==> config.mk <==
export PLATFORM = sky130hd
export DESIGN_NAME = conv_add_tree
export DESIGN_NICKNAME = d
export VERILOG_FILES = /design/src/rtl/conv_add_tree.sv
export SDC_FILE = /design/constraint.sdc
export NUM_CORES = 2
export LEC_CHECK = 0
export CAP_MARGIN = 30
export CORE_UTILIZATION = 33
export DETAILED_ROUTE_END_ITERATION = 7
export PLACE_DENSITY = 0.54
export SYNTH_ARGS = -nofsm -noshare
export SYNTH_HDL_FRONTEND = slang
export SYNTH_SLANG_ARGS = --single-unit
==> constraint.sdc <==
create_clock -name clk -period 4.2 [get_ports clk]
set_input_delay 0.84 -clock clk [delete_from_list [all_inputs] [get_ports clk]]
set_output_delay 0.84 -clock clk [all_outputs]
set_load 0.02 [all_outputs]
==> src/rtl/conv_add_tree.sv <==
// conv_add_tree: pipelined signed adder tree with bias and saturating/wrapping output.
//
// Stage 0 registers the N_IN lanes plus bias. Each tree level k (1..LG) registers
// N_IN/2^k pairwise sums at width DW+k, with bias riding alongside. The final stage
// adds the bias, then clamps (SAT=1) or wraps (SAT=0) the result to DW bits.
// Latency is LG+2 en-qualified edges, and the pipeline accepts one sample per cycle.
//
// Ports
//   clk, rst_b    clock, asynchronous active-low reset
//   en            pipeline advance; 0 holds every register
//   clr           synchronous flush of valid bits and out_count; data registers hold
//   in_valid      in_data/bias carry a sample
//   in_data       N_IN signed lanes, lane i at [i*DW +: DW]
//   bias          signed value added to the lane sum
//   out_valid     new result on out_data/out_ovf
//   out_data      signed result
//   out_ovf       result was clamped or wrapped
//   out_count     results produced since reset or clr (wraps at 16 bits)
module conv_add_tree #(
    parameter int N_IN = 8,
    parameter int DW   = 32,
    parameter int SAT  = 1
) (
    input  logic                 clk,
    input  logic                 rst_b,
    input  logic                 en,
    input  logic                 clr,
    input  logic                 in_valid,
    input  logic [N_IN*DW-1:0]   in_data,
    input  logic [DW-1:0]        bias,
    output logic                 out_valid,
    output logic [DW-1:0]        out_data,
    output logic                 out_ovf,
    output logic [15:0]          out_count
);

    localparam int LG = $clog2(N_IN);
    localparam int SW = DW + LG + 1;

    // Bit offset of tree level k inside the flat tree register.
    // Level k holds N_IN>>k entries, each DW+k bits wide.
    function automatic int lvl_off(input int k);
        int o;
        o = 0;
        for (int j = 0; j < k; j++) begin
            o = o + (N_IN >> j) * (DW + j);
        end
        return o;
    endfunction

    localparam int TREE_W  = lvl_off(LG + 1);
    localparam int TOP_OFF = lvl_off(LG);
    localparam int BIAS_W  = (LG + 1) * DW;

    logic [TREE_W-1:0] tree_q, tree_d, tree_nxt, tree_ld;
    logic [BIAS_W-1:0] bias_q, bias_d, bias_nxt, bias_ld;
    logic [LG:0]       vld_q, vld_d;
    logic              out_valid_q, out_valid_d;
    logic [DW-1:0]     out_data_q, out_data_d;
    logic              out_ovf_q, out_ovf_d;
    logic [15:0]       out_count_q, out_count_d;

    // Per-level next values and load enables. Each level is a bit-mask, so a
    // single flat register can hold levels of different widths.
    for (genvar k = 0; k <= LG; k++) begin : g_lvl
        localparam int OFF = lvl_off(k);
        localparam int W   = DW + k;
        localparam int NS  = N_IN >> k;
        logic ld;

        if (k == 0) begin : g_in
            assign ld = en & in_valid & ~clr;
            assign tree_nxt[OFF +: NS*W] = in_data;
            assign bias_nxt[0 +: DW]     = bias;
        end else begin : g_add
            localparam int POFF = lvl_off(k - 1);
            assign ld = en & vld_q[k-1] & ~clr;
            for (genvar i = 0; i < NS; i++) begin : g_pair
                logic [W-2:0] a, b;
                assign a = tree_q[POFF + (2*i)*(W-1)   +: W-1];
                assign b = tree_q[POFF + (2*i+1)*(W-1) +: W-1];
                assign tree_nxt[OFF + i*W +: W] = {a[W-2], a} + {b[W-2], b};
            end
            assign bias_nxt[k*DW +: DW] = bias_q[(k-1)*DW +: DW];
        end

        assign tree_ld[OFF +: NS*W]  = {(NS*W){ld}};
        assign bias_ld[k*DW +: DW]   = {DW{ld}};
    end

    // Final stage: full-precision sum, then format.
    logic [DW+LG-1:0] tree_sum;
    logic [DW-1:0]    bias_fin;
    logic [SW-1:0]    s_full;
    logic [LG+1:0]    s_hi;
    logic             fits;
    logic [DW-1:0]    fmt_data;
    logic             fmt_ovf;

    assign tree_sum = tree_q[TOP_OFF +: DW+LG];
    assign bias_fin = bias_q[LG*DW +: DW];
    assign s_full   = {tree_sum[DW+LG-1], tree_sum} + {{(LG+1){bias_fin[DW-1]}}, bias_fin};
    // The result fits in DW bits when every bit from the DW-1 sign position up is equal.
    assign s_hi     = s_full[SW-1:DW-1];
    assign fits     = (&s_hi) | ~(|s_hi);

    always_comb begin
        fmt_data = s_full[DW-1:0];
        fmt_ovf  = ~fits;
        if ((SAT != 0) && !fits) begin
            fmt_data = s_full[SW-1] ? {1'b1, {(DW-1){1'b0}}} : {1'b0, {(DW-1){1'b1}}};
        end
    end

    always_comb begin
        tree_d      = (tree_nxt & tree_ld) | (tree_q & ~tree_ld);
        bias_d      = (bias_nxt & bias_ld) | (bias_q & ~bias_ld);
        vld_d       = vld_q;
        out_valid_d = out_valid_q;
        out_data_d  = out_data_q;
        out_ovf_d   = out_ovf_q;
        out_count_d = out_count_q;
        if (clr) begin
            vld_d       = '0;
            out_valid_d = 1'b0;
            out_count_d = '0;
        end else if (en) begin
            vld_d       = {vld_q[LG-1:0], in_valid};
            out_valid_d = vld_q[LG];
            if (vld_q[LG]) begin
                out_data_d  = fmt_data;
                out_ovf_d   = fmt_ovf;
                out_count_d = out_count_q + 16'd1;
            end
        end
    end

    always_ff @(posedge clk or negedge rst_b) begin
        if (!rst_b) begin
            tree_q      <= '0;
            bias_q      <= '0;
            vld_q       <= '0;
            out_valid_q <= 1'b0;
            out_data_q  <= '0;
            out_ovf_q   <= 1'b0;
            out_count_q <= '0;
        end else begin
            tree_q      <= tree_d;
            bias_q      <= bias_d;
            vld_q       <= vld_d;
            out_valid_q <= out_valid_d;
            out_data_q  <= out_data_d;
            out_ovf_q   <= out_ovf_d;
            out_count_q <= out_count_d;
        end
    end

    assign out_valid = out_valid_q;
    assign out_data  = out_data_q;
    assign out_ovf   = out_ovf_q;
    assign out_count = out_count_q;

endmodule

==> run_results.csv <==
group,metric,value,unit
logic_synthesis,synth_edf_count,0,
job,drv_cap,0,
worst_setup_path,cp_data_arrival_time,4.48,ns
pwr,irDropWorstVdd,0.2668,mV
global_route,grt_pass1_vias,27980,
cts,cts_tree,"built",
placement,hpwl,75320,um
drt,postRouteAntennaNets,0,
sta,drv_slew,0,
sta,hold_violations,0,
worst_setup_path,crit_slowest_cell,"fa_1",
cts,cts_sinks,673,
die,fp-row-count,123,
logic_synthesis,ys_seq_area_share,45.05,%
logic_synthesis,synth_ff_type,"dfrtp_1",
logic_synthesis,ys_seq_elements,673,
finish,drive_gt1_share,13.89,%
logic_synthesis,synth_compound_area_share,15.91,%
worst_setup_path,r2r_setup_slack,0.25,ns
worst_setup_path,r2r_cells,14,
global_route,antenna_found_initial,2,
cts,root_buffer,"clkbuf_16",
cts,cts_setup_buffers,0,
pwr,p_leak,21.02,nW
drt,viasPerCell,4.992,
die,start_util,33.27,%
worst_setup_path,crit_fanout,45,
logic_synthesis,synth_top_family_by_area,"compound AO/OA/AOI/OAI gates",
worst_setup_path,crit_path_end_kind,"flop",
logic_synthesis,synth_xor_area_share,5.389,%
sta,tightest_slew,0.9199,ns
min_path,hold_path.class,"input port to async pin",
status,outcome,"finished clean",
sta,period_share,94.06,%
logic_synthesis,async_flop_share,100.0,%
cts,cts-htree-levels,3,
die,die_area,114600,um^2
finish,nets,4609,
pwr,power_density,604.8,nW/um^2
sta,setup_violations,0,
finish,finalInstanceArea,45750,um^2
drt,wl,98220,um
drt,drc,0,
sta,clock_skew,0.02613,ns
logic_synthesis,netlist_instances,3688,
finish,layout_common_cells,"dfrtp_1 (673), nand2_1 (578), clkdlybuf4s50_1 (341)",
die,fp.dieH,338.6,um
worst_setup_path,crit_path_cell_trace,"ha_1 > fa_1 > a211oi_1 > o21ai_1 > a31oi_2 > a211oi_4 > buf_4 > a32o_1 > a41oi_2 > o31ai_2 > xor2_4 > buf_12 > a21oi_1 > o311ai_1",
worst_setup_path,slowest_delay,0.43,ns
worst_setup_path,crit_required,4.73,ns
sta,rsz0062_at_grt,"false",
logic_synthesis,synthesis.area,37380,um^2
drt,drtIter0Drc,1503,
sta,slew_headroom,38.68,%
sta,finalSetupTns,0,ns
logic_synthesis,synth_warnings,0,
cts,cts_buffers,82,
global_route,grt_pass1_wl,157000,um
cts,clockBufferDepth,3,
die,core-area,112300,um^2
logic_synthesis,syn-mean-instance-area,10.14,um^2
logic_synthesis,muxShareOfSynthArea,10.13,%
global_route,grt_max_degree,92,
sta,min_period,3.951,ns
placement,gp_congestion,0.8772,
drt,firstDrtPassIters,5,
pwr,power.total,27.67,mW
placement,io_buffers,342,
finish,fill_cells,11040,
global_route,grt.total_usage,17.07,%
die,ios,343,
global_route,grt_remaining_overflow,0,
logic_synthesis,syn-num-nets,4253,
placement,dpl-instance-area,42900,um^2
finish,area_delta_synth_final,22.40,%
logic_synthesis,synthAdderAreaFrac,9.265,%
cts,insertion_delay,0.66,ns
worst_setup_path,crit_path_start_kind,"flop",
sta,fmax,253.1,MHz
worst_setup_path,path_class,"flop to flop",
cts,path_clk_slew,0.06,ns
logic_synthesis,yosys.area_share.simple,12.18,%
finish,final_common_cell,"dfrtp_1",
logic_synthesis,yosysUniqueCellTypes,77,
die,die_x,338.6,um
drt,num_vias,28030,
drt,wire_per_inst,17.50,um
cells by family after synthesis:
family,count (synthesis)
compound gates,948
xor+xnor,230
fa+ha+maj,272
buf+inv,201
flops,673
mux,337
simple gates,1027
per-layer routing:
metal | vias to the layer above | global-route usage [%] | part of all wire, %
li1 | 13970 | - | -
met1 | 13480 | 23.61 | 47
met2 | 469 | 28.12 | 47
met3 | 106 | 2.243 | 3.6
met4 | 2 | 4.299 | 1.8
met5 | - | 0 | 0.012
repair_timing:
action | in CTS | in global routing
hold buffers | 0 | 0
setup endpoints to repair | 0 | 25
gates resized for setup | 0 | 3
where the power goes:
group | switching [mW] | internal, mW
clock | 2.89 | 4.47
combinational | 6.06 | 4.81
sequential | 1.35 | 8.08
total | 10.3 | 17.4
cell usage after synthesis (11+ instances only):
| master | n | share of area [%] |
|---|---|---|
| o21bai_1 | 29 | 0.58 |
| inv_1 | 56 | 0.56 |
| a31oi_1 | 44 | 0.74 |
| buf_1 | 13 | 0.13 |
| o31ai_1 | 41 | 0.82 |
| nor2_1 | 128 | 1.3 |
| o21ai_0 | 304 | 4.1 |
| nor2b_1 | 18 | 0.30 |
| a21o_1 | 118 | 2.4 |
| nand4_1 | 32 | 0.54 |
| nand3_1 | 63 | 0.84 |
| ha_1 | 264 | 8.8 |
| nand2b_1 | 39 | 0.65 |
| clkbuf_1 | 122 | 1.2 |
| nand2_1 | 582 | 5.8 |
| nor3_1 | 54 | 0.72 |
| o21a_1 | 28 | 0.56 |
| mux2_2 | 330 | 9.9 |
| dfrtp_1 | 673 | 45 |
| or3_1 | 11 | 0.18 |
| xor2_1 | 110 | 2.6 |
| a21oi_1 | 216 | 2.9 |
| xnor2_1 | 120 | 2.8 |
| and3_1 | 34 | 0.57 |
| a211oi_1 | 29 | 0.58 |
| o211ai_1 | 27 | 0.54 |
| and2_1 | 25 | 0.42 |
critical path, delay by kind of cell, from the launching register on:
family	cells	cell delay, ns
compound gates	9	2.05
fa+ha+maj	2	0.67
buf+inv	2	0.43
flops	1	0.38
xor+xnor	1	0.29
cell type report:
type / count / area, um^2 / share of cell area, %
multi-input combinational: 2814 / 19820 / 43.32
sequential: 673 / 16840 / 36.81
timing repair buffer: 417 / 4167 / 9.106
clock buffer: 114 / 2335 / 5.103
tap: 1500 / 1877 / 4.102
clock inverter: 38 / 499.2 / 1.091
inverter: 56 / 210.2 / 0.4594
antenna: 2 / 5.005 / 0.01094
stage by stage:
step           utilization, %  setup WS [ns]  hold slack [ns]  cells
3_5_place_dp            38.19         0.1202           0.4558   5460
6_report                40.73         0.2493           0.2580   5614
4_1_cts                 40.71        0.09889           0.2638   5612
5_1_grt                 40.72        0.04370           0.3025   5613
3_3_place_gp            38.19         0.2516           0.4503   5460
2_1_floorplan               -         0.5086           0.4331   3688
final timing paths:
kind | from | endpoint
max | flop | out_data[15]
min | rst_b | out_count[4]
max reg2reg | flop | out_data[15]
min reg2reg | flop | flop
max in group asynchronous | rst_b | async pin
min in group clk | flop | flop
(Power assumes the default switching activity.)
